===== src/rtl/store_port_sequencer_if.sv =====
// rtl/store_port_sequencer_if.sv - store-buffer, AMO and shared D$ port signals of the store port sequencer (drain_wdog_o only with STORE_PORT_SEQ_DRAIN_WDOG_EN)
interface store_port_sequencer_if #(
    parameter int unsigned PLEN = 56,
    parameter int unsigned XLEN = 64
);
    logic                flush_i;

    logic                sb_req_i;
    logic [PLEN-1:0]     sb_addr_i;
    logic [XLEN-1:0]     sb_wdata_i;
    logic [XLEN/8-1:0]   sb_be_i;
    logic [1:0]          sb_size_i;
    logic                sb_gnt_o;
    logic                sb_empty_i;
    logic                sb_stall_o;

    logic                amo_req_i;
    logic [PLEN-1:0]     amo_addr_i;
    logic [XLEN-1:0]     amo_wdata_i;
    logic [XLEN/8-1:0]   amo_be_i;
    logic [1:0]          amo_size_i;
    logic                amo_ack_o;
    logic [XLEN-1:0]     amo_rdata_o;

    logic                mem_req_o;
    logic                mem_we_o;
    logic [PLEN-1:0]     mem_addr_o;
    logic [XLEN-1:0]     mem_wdata_o;
    logic [XLEN/8-1:0]   mem_be_o;
    logic [1:0]          mem_size_o;
    logic                mem_gnt_i;
    logic                mem_rvalid_i;
    logic [XLEN-1:0]     mem_rdata_i;

    logic                busy_o;
`ifdef STORE_PORT_SEQ_DRAIN_WDOG_EN
    logic                drain_wdog_o;
`endif

    // Environment side: store buffer, AMO unit and D$ model
    modport master (
        output flush_i,
        output sb_req_i, sb_addr_i, sb_wdata_i, sb_be_i, sb_size_i, sb_empty_i,
        input  sb_gnt_o, sb_stall_o,
        output amo_req_i, amo_addr_i, amo_wdata_i, amo_be_i, amo_size_i,
        input  amo_ack_o, amo_rdata_o,
        input  mem_req_o, mem_we_o, mem_addr_o, mem_wdata_o, mem_be_o, mem_size_o,
        output mem_gnt_i, mem_rvalid_i, mem_rdata_i,
        input  busy_o
`ifdef STORE_PORT_SEQ_DRAIN_WDOG_EN
        , input drain_wdog_o
`endif
    );

    // Sequencer side
    modport slave (
        input  flush_i,
        input  sb_req_i, sb_addr_i, sb_wdata_i, sb_be_i, sb_size_i, sb_empty_i,
        output sb_gnt_o, sb_stall_o,
        input  amo_req_i, amo_addr_i, amo_wdata_i, amo_be_i, amo_size_i,
        output amo_ack_o, amo_rdata_o,
        output mem_req_o, mem_we_o, mem_addr_o, mem_wdata_o, mem_be_o, mem_size_o,
        input  mem_gnt_i, mem_rvalid_i, mem_rdata_i,
        output busy_o
`ifdef STORE_PORT_SEQ_DRAIN_WDOG_EN
        , output drain_wdog_o
`endif
    );
endinterface


===== src/rtl/store_port_sequencer.sv =====
// rtl/store_port_sequencer.sv - arbitrates the shared D$ port between store buffer and AMOs (optional drain watchdog: STORE_PORT_SEQ_DRAIN_WDOG_EN)
module store_port_sequencer #(
    parameter int unsigned PLEN        = 56,
    parameter int unsigned XLEN        = 64,
    parameter int unsigned DRAIN_LIMIT = 256
) (
    input  logic                  clk_i,
    input  logic                  rst_ni,
    store_port_sequencer_if.slave bus
);

    typedef enum logic [1:0] {
        IDLE     = 2'd0,
        DRAIN    = 2'd1,
        ISSUE    = 2'd2,
        WAIT_RSP = 2'd3
    } state_e;

    // A watchdog shorter than two cycles cannot both count and then stall
    if (DRAIN_LIMIT < 2) begin : g_limit_check
        $error("DRAIN_LIMIT must be at least 2");
    end

    state_e              state_q;
    logic                busy_q;
    logic                stall_q;

    logic [PLEN-1:0]     amo_addr_q;
    logic [XLEN-1:0]     amo_wdata_q;
    logic [XLEN/8-1:0]   amo_be_q;
    logic [1:0]          amo_size_q;

    logic                sb_route;
    logic                sb_grant;
    logic                drain_done;
    logic                wdog_stall;
    logic                wdog_fire;

    logic                mem_req;
    logic                mem_we;
    logic [PLEN-1:0]     mem_addr;
    logic [XLEN-1:0]     mem_wdata;
    logic [XLEN/8-1:0]   mem_be;
    logic [1:0]          mem_size;

`ifdef STORE_PORT_SEQ_DRAIN_WDOG_EN
    localparam int unsigned    CNT_W   = $clog2(DRAIN_LIMIT);
    localparam logic [CNT_W-1:0] CNT_MAX = CNT_W'(DRAIN_LIMIT - 1);

    logic [CNT_W-1:0] wdog_cnt_q;

    // Once the counter saturates the store buffer is held off for the rest of DRAIN
    assign wdog_stall = (state_q == DRAIN) && (wdog_cnt_q == CNT_MAX);
    // Exit on timeout as soon as the store buffer has backed off; a flush takes priority
    assign wdog_fire  = wdog_stall && !bus.flush_i && (!bus.sb_req_i || bus.sb_empty_i);
    assign bus.drain_wdog_o = wdog_fire;

    // Count cycles spent in DRAIN, saturating at the limit; zero outside DRAIN
    always_ff @(posedge clk_i or negedge rst_ni) begin
        if (!rst_ni) begin
            wdog_cnt_q <= '0;
        end else if (state_q == DRAIN) begin
            if (!wdog_stall) begin
                wdog_cnt_q <= wdog_cnt_q + 1'b1;
            end
        end else begin
            wdog_cnt_q <= '0;
        end
    end
`else
    assign wdog_stall = 1'b0;
    assign wdog_fire  = 1'b0;
`endif

    // Store buffer owns the port in IDLE and DRAIN unless the watchdog has cut it off
    assign sb_route   = (state_q == IDLE) || ((state_q == DRAIN) && !wdog_stall);
    assign sb_grant   = sb_route && bus.mem_gnt_i;
    // A store granted this cycle means the buffer is not yet drained
    assign drain_done = bus.sb_empty_i && !sb_grant;

    // Port multiplexer: store-buffer writes or the captured AMO
    always_comb begin
        mem_req   = 1'b0;
        mem_we    = 1'b1;
        mem_addr  = bus.sb_addr_i;
        mem_wdata = bus.sb_wdata_i;
        mem_be    = bus.sb_be_i;
        mem_size  = bus.sb_size_i;
        unique case (state_q)
            IDLE, DRAIN: begin
                mem_req = bus.sb_req_i && !wdog_stall;
            end
            ISSUE: begin
                mem_req   = 1'b1;
                mem_we    = 1'b0;
                mem_addr  = amo_addr_q;
                mem_wdata = amo_wdata_q;
                mem_be    = amo_be_q;
                mem_size  = amo_size_q;
            end
            WAIT_RSP: begin
                mem_we    = 1'b0;
                mem_addr  = amo_addr_q;
                mem_wdata = amo_wdata_q;
                mem_be    = amo_be_q;
                mem_size  = amo_size_q;
            end
            default: begin
                mem_req = 1'b0;
            end
        endcase
    end

    // Handshakes are forced low while reset is held, since IDLE routing is combinational
    assign bus.mem_req_o   = rst_ni && mem_req;
    assign bus.mem_we_o    = mem_we;
    assign bus.mem_addr_o  = mem_addr;
    assign bus.mem_wdata_o = mem_wdata;
    assign bus.mem_be_o    = mem_be;
    assign bus.mem_size_o  = mem_size;
    assign bus.sb_gnt_o    = rst_ni && sb_grant;
    assign bus.sb_stall_o  = stall_q || wdog_stall;
    assign bus.amo_ack_o   = (state_q == WAIT_RSP) && bus.mem_rvalid_i;
    assign bus.amo_rdata_o = bus.mem_rdata_i;
    assign bus.busy_o      = busy_q;

    // Sequencer FSM with registered busy/stall flags and AMO capture
    always_ff @(posedge clk_i or negedge rst_ni) begin
        if (!rst_ni) begin
            state_q     <= IDLE;
            busy_q      <= 1'b0;
            stall_q     <= 1'b0;
            amo_addr_q  <= '0;
            amo_wdata_q <= '0;
            amo_be_q    <= '0;
            amo_size_q  <= '0;
        end else begin
            unique case (state_q)
                IDLE: begin
                    if (bus.amo_req_i && !bus.flush_i) begin
                        state_q     <= DRAIN;
                        busy_q      <= 1'b1;
                        amo_addr_q  <= bus.amo_addr_i;
                        amo_wdata_q <= bus.amo_wdata_i;
                        amo_be_q    <= bus.amo_be_i;
                        amo_size_q  <= bus.amo_size_i;
                    end
                end
                DRAIN: begin
                    if (bus.flush_i) begin
                        state_q <= IDLE;
                        busy_q  <= 1'b0;
                    end else if (drain_done || wdog_fire) begin
                        state_q <= ISSUE;
                        stall_q <= 1'b1;
                    end
                end
                ISSUE: begin
                    // Flush is not honoured here: the AMO is already committed
                    if (bus.mem_gnt_i) begin
                        state_q <= WAIT_RSP;
                    end
                end
                WAIT_RSP: begin
                    if (bus.mem_rvalid_i) begin
                        state_q <= IDLE;
                        busy_q  <= 1'b0;
                        stall_q <= 1'b0;
                    end
                end
                default: begin
                    state_q <= IDLE;
                    busy_q  <= 1'b0;
                    stall_q <= 1'b0;
                end
            endcase
        end
    end

endmodule


===== src/flat_wrapper.sv =====
// flat-port wrapper written by rule: the top's interface ports become plain ports
module store_port_sequencer_flat 
#(
    parameter int unsigned PLEN        = 56,
    parameter int unsigned XLEN        = 64,
    parameter int unsigned DRAIN_LIMIT = 256
)
  (clk_i, rst_ni, bus_flush_i, bus_sb_req_i, bus_sb_addr_i, bus_sb_wdata_i, bus_sb_be_i, bus_sb_size_i, bus_sb_empty_i, bus_sb_gnt_o, bus_sb_stall_o, bus_amo_req_i, bus_amo_addr_i, bus_amo_wdata_i, bus_amo_be_i, bus_amo_size_i, bus_amo_ack_o, bus_amo_rdata_o, bus_mem_req_o, bus_mem_we_o, bus_mem_addr_o, bus_mem_wdata_o, bus_mem_be_o, bus_mem_size_o, bus_mem_gnt_i, bus_mem_rvalid_i, bus_mem_rdata_i, bus_busy_o);
  store_port_sequencer_if #(.PLEN(PLEN), .XLEN(XLEN)) bus_i ();
  input  logic clk_i;
  input  logic rst_ni;
  input wire logic [$bits(bus_i.flush_i)-1:0] bus_flush_i;
  input wire logic [$bits(bus_i.sb_req_i)-1:0] bus_sb_req_i;
  input wire logic [$bits(bus_i.sb_addr_i)-1:0] bus_sb_addr_i;
  input wire logic [$bits(bus_i.sb_wdata_i)-1:0] bus_sb_wdata_i;
  input wire logic [$bits(bus_i.sb_be_i)-1:0] bus_sb_be_i;
  input wire logic [$bits(bus_i.sb_size_i)-1:0] bus_sb_size_i;
  input wire logic [$bits(bus_i.sb_empty_i)-1:0] bus_sb_empty_i;
  output wire logic [$bits(bus_i.sb_gnt_o)-1:0] bus_sb_gnt_o;
  output wire logic [$bits(bus_i.sb_stall_o)-1:0] bus_sb_stall_o;
  input wire logic [$bits(bus_i.amo_req_i)-1:0] bus_amo_req_i;
  input wire logic [$bits(bus_i.amo_addr_i)-1:0] bus_amo_addr_i;
  input wire logic [$bits(bus_i.amo_wdata_i)-1:0] bus_amo_wdata_i;
  input wire logic [$bits(bus_i.amo_be_i)-1:0] bus_amo_be_i;
  input wire logic [$bits(bus_i.amo_size_i)-1:0] bus_amo_size_i;
  output wire logic [$bits(bus_i.amo_ack_o)-1:0] bus_amo_ack_o;
  output wire logic [$bits(bus_i.amo_rdata_o)-1:0] bus_amo_rdata_o;
  output wire logic [$bits(bus_i.mem_req_o)-1:0] bus_mem_req_o;
  output wire logic [$bits(bus_i.mem_we_o)-1:0] bus_mem_we_o;
  output wire logic [$bits(bus_i.mem_addr_o)-1:0] bus_mem_addr_o;
  output wire logic [$bits(bus_i.mem_wdata_o)-1:0] bus_mem_wdata_o;
  output wire logic [$bits(bus_i.mem_be_o)-1:0] bus_mem_be_o;
  output wire logic [$bits(bus_i.mem_size_o)-1:0] bus_mem_size_o;
  input wire logic [$bits(bus_i.mem_gnt_i)-1:0] bus_mem_gnt_i;
  input wire logic [$bits(bus_i.mem_rvalid_i)-1:0] bus_mem_rvalid_i;
  input wire logic [$bits(bus_i.mem_rdata_i)-1:0] bus_mem_rdata_i;
  output wire logic [$bits(bus_i.busy_o)-1:0] bus_busy_o;
  assign bus_i.flush_i = bus_flush_i;
  assign bus_i.sb_req_i = bus_sb_req_i;
  assign bus_i.sb_addr_i = bus_sb_addr_i;
  assign bus_i.sb_wdata_i = bus_sb_wdata_i;
  assign bus_i.sb_be_i = bus_sb_be_i;
  assign bus_i.sb_size_i = bus_sb_size_i;
  assign bus_i.sb_empty_i = bus_sb_empty_i;
  assign bus_sb_gnt_o = bus_i.sb_gnt_o;
  assign bus_sb_stall_o = bus_i.sb_stall_o;
  assign bus_i.amo_req_i = bus_amo_req_i;
  assign bus_i.amo_addr_i = bus_amo_addr_i;
  assign bus_i.amo_wdata_i = bus_amo_wdata_i;
  assign bus_i.amo_be_i = bus_amo_be_i;
  assign bus_i.amo_size_i = bus_amo_size_i;
  assign bus_amo_ack_o = bus_i.amo_ack_o;
  assign bus_amo_rdata_o = bus_i.amo_rdata_o;
  assign bus_mem_req_o = bus_i.mem_req_o;
  assign bus_mem_we_o = bus_i.mem_we_o;
  assign bus_mem_addr_o = bus_i.mem_addr_o;
  assign bus_mem_wdata_o = bus_i.mem_wdata_o;
  assign bus_mem_be_o = bus_i.mem_be_o;
  assign bus_mem_size_o = bus_i.mem_size_o;
  assign bus_i.mem_gnt_i = bus_mem_gnt_i;
  assign bus_i.mem_rvalid_i = bus_mem_rvalid_i;
  assign bus_i.mem_rdata_i = bus_mem_rdata_i;
  assign bus_busy_o = bus_i.busy_o;
  store_port_sequencer #(.PLEN(PLEN), .XLEN(XLEN), .DRAIN_LIMIT(DRAIN_LIMIT)) u_core (.clk_i(clk_i), .rst_ni(rst_ni), .bus(bus_i));
endmodule

===== config.mk =====
export PLATFORM = sky130hd
export DESIGN_NAME = store_port_sequencer_flat
export DESIGN_NICKNAME = d
export VERILOG_FILES = /design/src/rtl/store_port_sequencer_if.sv /design/src/rtl/store_port_sequencer.sv /design/src/flat_wrapper.sv
export SDC_FILE = /design/constraint.sdc
export NUM_CORES = 1
export LEC_CHECK = 0
export ABC_AREA = 1
export CORE_AREA = 2 2 210 212
export CTS_CLUSTER_SIZE = 16
export DETAILED_ROUTE_END_ITERATION = 12
export DIE_AREA = 0 0 212 214
export GPL_ROUTABILITY_DRIVEN = 0
export SYNTH_ARGS = -nofsm -noshare
export SYNTH_HDL_FRONTEND = slang
export SYNTH_SLANG_ARGS = --single-unit

===== constraint.sdc =====
create_clock -name clk_i -period 4.5 [get_ports clk_i]
set_input_delay 1.35 -clock clk_i [delete_from_list [all_inputs] [get_ports clk_i]]
set_output_delay 1.35 -clock clk_i [all_outputs]
set_load 0.01 [all_outputs]

* Word-level counts from Yosys, hierarchy flattened
Cells that the tools add are included.
** Storage, ports and cells
- Output and inout port bits :: 200
- Word-level logic and storage cells :: 54
- Bits in registers :: 134
- Bits of input ports :: 332
** Operators by class
- Equal/unequal tests :: 10
- Muxes and demuxes :: 19
- Reduce and logical (&&, ||, !) cells :: 18
** Operator list (number)
- $mux W64 :: 1
- $mux W56 :: 1
- $mux W2 :: 6
- $reduce_and A4 Y1 :: 3
- $ne A2 B2 Y1 const B :: 5
- $mux W8 :: 1
- $pmux W2 S4 :: 1
- $logic_and A1 B1 Y1 :: 6
- $mux W1 :: 6
- $eq A2 B2 Y1 const B :: 2
- $pmux W1 S2 :: 2
- $reduce_or A2 Y1 :: 2
- $ne A3 B2 Y1 const B :: 1
- $pmux W1 S3 :: 1
- $reduce_bool A3 Y1 :: 1
- $eq A2 B1 Y1 const B :: 1
- $logic_not A1 Y1 :: 2
- $logic_not A2 Y1 :: 1
- $ne A2 B1 Y1 const B :: 1
- $reduce_and A2 Y1 :: 1
- $reduce_bool A2 Y1 :: 1
- $logic_or A1 B1 Y1 :: 1

* Logic depth before layout (Yosys ltp)
Gate-level depths: netlist of the first run.
- Depth in word-level cells :: 8
- Gate-level depth with buffers :: 7
- Depth with buffers taken out :: 7

* Worst setup path after synthesis of the first run
No wires, ideal clock.
- Path type :: input port to output port
- Start :: in bus_mem_gnt_i
- End :: out bus_sb_gnt_o
- Slack :: 1.468 ns
- Cell stages on the path :: 2
- Arrival :: 1.682 ns
- Buffers on the path :: 0
- Data required time :: 3.150 ns
- Cells stage by stage :: inv_1 -> nor3_1
** On the way
- Cells in the longest elaborated chain, start to end :: 2
** RTL lines
- start, declared :: line flat_wrapper.sv:34 : input wire logic [$bits(bus_i.mem_gnt_i)-1:0] bus_mem_gnt_i;
- $logic_and A1 B1 Y1 :: line store_port_sequencer.sv:77 : assign sb_grant = sb_route && bus.mem_gnt_i;
- $logic_and A1 B1 Y1 :: line store_port_sequencer.sv:121 : assign bus.sb_gnt_o = rst_ni && sb_grant;
- end, declared :: line flat_wrapper.sv:19 : output wire logic [$bits(bus_i.sb_gnt_o)-1:0] bus_sb_gnt_o;
No other way between the ends.

* Worst setup path after layout of the first run
- Start :: in bus_sb_be_i[5]
- End :: out bus_mem_be_o[5]
** On the way
- Cells in the longest elaborated chain, start to end :: 1
** RTL lines
- start, declared :: line flat_wrapper.sv:16 : input wire logic [$bits(bus_i.sb_be_i)-1:0] bus_sb_be_i;
- $mux W8 :: line store_port_sequencer.sv:89 : unique case (state_q)
- end, declared :: line flat_wrapper.sv:32 : output wire logic [$bits(bus_i.mem_be_o)-1:0] bus_mem_be_o;
No other way between the ends.

==> impl_metrics.json, run 1 <==
{
  "layout.nets": 1723,
  "min_path_type": "reg2reg",
  "clkSinkCount": 134,
  "cts-root-buf": "clkbuf_16",
  "design.core.area_um2": 42900,
  "period_needed_ns": 4.00,
  "hold_depth": 2,
  "synth_ff_type": "dfrtp_1",
  "io_pins": 532,
  "fin_skew_ns": 0.00731,
  "drt_pre_antenna_iters": 4,
  "drc": 0,
  "clkTransAtPathRegs_ns": 0.06,
  "internal_power_uw": 4380,
  "hpwlAfterDp_um": 19200,
  "crit_fanout": 1,
  "clk_latency_ns": 0.43,
  "p_per_area_nw_per_um2": 562,
  "leakage_uw": 0.00607,
  "synth-edff-count": 0,
  "hold_slack_ns": 0.482,
  "final_common_cell": "nand2_1",
  "multi_input_area_um2": 2780,
  "required_ns": 3.15,
  "drv_slew": 0,
  "fin_cells": 1989,
  "r2r-end": "u_core.amo_addr_q[41]",
  "cts_setup_buffers": 0,
  "yosysTopAreaCellShare": 0.448,
  "die_w_um": 212,
  "start_util": 0.175,
  "antenna_found_initial": 2,
  "row_count": 76,
  "hold_start": "u_core.amo_wdata_q[16]",
  "cp.arrival_ns": 2.65,
  "cts.htree.levels": 4,
  "area_growth_syn_to_layout_pct": 63.3,
  "pwr-share-seq": 0.318,
  "place_area_um2": 11600,
  "holdBufCountCts": 0,
  "syn_nets": 1404,
  "vias": 7422,
  "combPwrFrac": 0.458,
  "ant_nets": 0,
  "fillers": 4643,
  "synth_area_leaders": "dfrtp_1, nand2_1, buf_4, inv_1, o21ai_1",
  "netlist_area_um2": 7480,
  "ys_seq_elements": 134,
  "endpoint_kind": "output port",
  "max_clock_freq_mhz": 250,
  "cp_top_family": "buffers and inverters",
  "drive_gt1_frac": 0.0392,
  "crit_slowest_cell": "clkdlybuf4s50_1",
  "crit_cells": 4,
  "worstRegToRegCells": 6,
  "clk_path_buf_depth": 2,
  "fin_area_um2": 12200,
  "ff2ff_setup_slack_ns": 1.67,
  "finalCritPeriodShare": 0.889,
  "wirelength_um": 25400,
  "worstMarginPinSlew_ns": 0.942,
  "cp.buffers_inverters": 2,
  "critical_path_class": "in2out",
  "synthArstFlopShare": 1.00,
  "cts_tree": "built",
  "cap_violations": 0,
  "yosysSeqAreaShare": 0.448,
  "p_sw_frac": 0.362,
  "grt_pass1_vias": 7493,
  "drt-initial-drc-count": 213,
  "die_y_um": 214,
  "status": "completed",
  "path_cells": "clkdlybuf4s50_1, nand2_1, nand2_1, clkdlybuf4s50_1",
  "hold_viol_final": 0,
  "crit_path_max_incr_delay_ns": 0.57,
  "syn_area_per_cell_um2": 6.98,
  "yosys.area.top_type": "dfrtp_1",
  "post-place-ws_ns": 0.402,
  "critPathLaunchType": "input port",
  "place_inst": 1957,
  "grt_overflow": 0,
  "wl_per_cell_um": 12.8,
  "rsz0062_at_grt": "no",
  "grt_max_degree": 77,
  "synth.distinct_cells": 22,
  "ctsResizeCount": 0,
  "setup_violations": 0,
  "final_cell_mix": "nand2_1, clkdlybuf4s50_1, dfrtp_1, inv_1, o21ai_1",
  "fin_ws_ns": 0.499,
  "synthCells": 1072,
  "holdPathEnd": "u_core.amo_wdata_q[16]",
  "ir_drop_uv": 204,
  "avgViaCountPerCell": 3.73,
  "p_clk_frac": 0.225,
  "tns_ns": 0,
  "gr-usage-all-layers": 0.111,
  "grt_pass1_wl_um": 39200,
  "cts_buffers": 17,
  "io_buffers": 403,
  "ff_latch_area_um2": 3360,
  "relSlewSlack": 0.372,
  "die_area_um2": 45400,
  "synth-warning-count": 0,
  "p_sw_uw": 2490
}
-- per-stage QoR --
step | util | total power [uW]
2_1_floorplan | - | 3820
3_3_place_gp | 0.270 | 5320
3_5_place_dp | 0.270 | 5410
4_1_cts | 0.285 | 7020
5_1_grt | 0.285 | 7450
6_report | 0.285 | 6860
-- state kept, by name, indices dropped and copies added, names as in the netlist, named ones only --
name	count
u_core.amo_be_q	8
u_core.bus.sb_stall_o	1
u_core.amo_addr_q	56
u_core.amo_size_q	2
u_core.bus.busy_o	1
u_core.state_q	1
u_core.amo_wdata_q	64
-- worst max path at each step --
| stage | start | endpoint | slack [ns] |
|---|---|---|---|
| finish | bus_sb_be_i[5] | bus_mem_be_o[5] | 0.50 |
| detailed placement | bus_sb_be_i[5] | bus_mem_be_o[5] | 0.40 |
| CTS | bus_sb_be_i[5] | bus_mem_be_o[5] | 0.40 |
| floorplan | bus_mem_gnt_i | bus_sb_gnt_o | 1.47 |
| global route | bus_sb_be_i[5] | bus_mem_be_o[5] | 0.36 |
| global placement | bus_sb_be_i[5] | bus_mem_be_o[5] | 0.40 |
-- per-layer routing --
metal  wire length [um]  vias to the layer above  share of wire  GRT usage
met5                  0                        -              0          0
met4               1110                        0          0.044     0.0592
met3               1880                       73          0.074     0.0377
met2              12500                      274           0.49      0.195
met1               9890                     3308           0.39      0.116
li1                   -                     3767              -          -
-- cells in the mapped netlist, types with 2 or more instances --
master	count
buf_4	78
buf_1	2
inv_1	126
buf_2	14
nand3_1	5
inv_2	2
o21ai_1	92
clkbuf_1	12
dfrtp_1	134
nor2_1	4
buf_6	13
nand2_1	551
o21ai_0	30
-- worst register-to-register path: cells and delay by family (launching register included) --
| family | cells | cell delay [ns] |
|---|---|---|
| AO/OA/AOI/OAI | 1 | 0.07 |
| buffers and inverters | 3 | 1.27 |
| flip-flops | 1 | 0.52 |
| AND/OR/NAND/NOR | 2 | 0.84 |
-- layout make-up --
class / count / area share
Multi-Input combinational cell: 689 / 0.227
Tap cell: 585 / 0.0599
Clock inverter: 12 / 0.0166
Antenna cell: 1 / 0.000205
Timing Repair Buffer: 421 / 0.346
Inverter: 128 / 0.0395
Clock buffer: 19 / 0.0354
Sequential cell: 134 / 0.275
-- logic make-up (layout without fill, tap and decap cells) --
family / Yosys count / count (layout) / synth area share
buffers and inverters: 249 / 580 / 0.181
other: 0 / 1 / 0
AOI/OAI and AO/OA: 123 / 123 / 0.0822
and+or+nand+nor: 566 / 566 / 0.289
DFF: 134 / 134 / 0.448
-- power by group through the flow --
| stage | combinational (uW) | sequential [uW] | clock [uW] |
|---|---|---|---|
| global placement | 3160 | 2160 | 0 |
| finish | 3140 | 2180 | 1540 |
| global route | 3520 | 2260 | 1660 |
| CTS | 3220 | 2180 | 1610 |
| floorplan | 1740 | 2080 | 0 |
| detailed placement | 3220 | 2190 | 0 |
Note: power is estimated with default switching activity, not from simulation.
==> inputs of run 2 (changes only) <==
- HOLD_SLACK_MARGIN: default -> 0.08
==> results of run 2 <==
The final DEF is identical to that of run 1; final timing and power are the same.
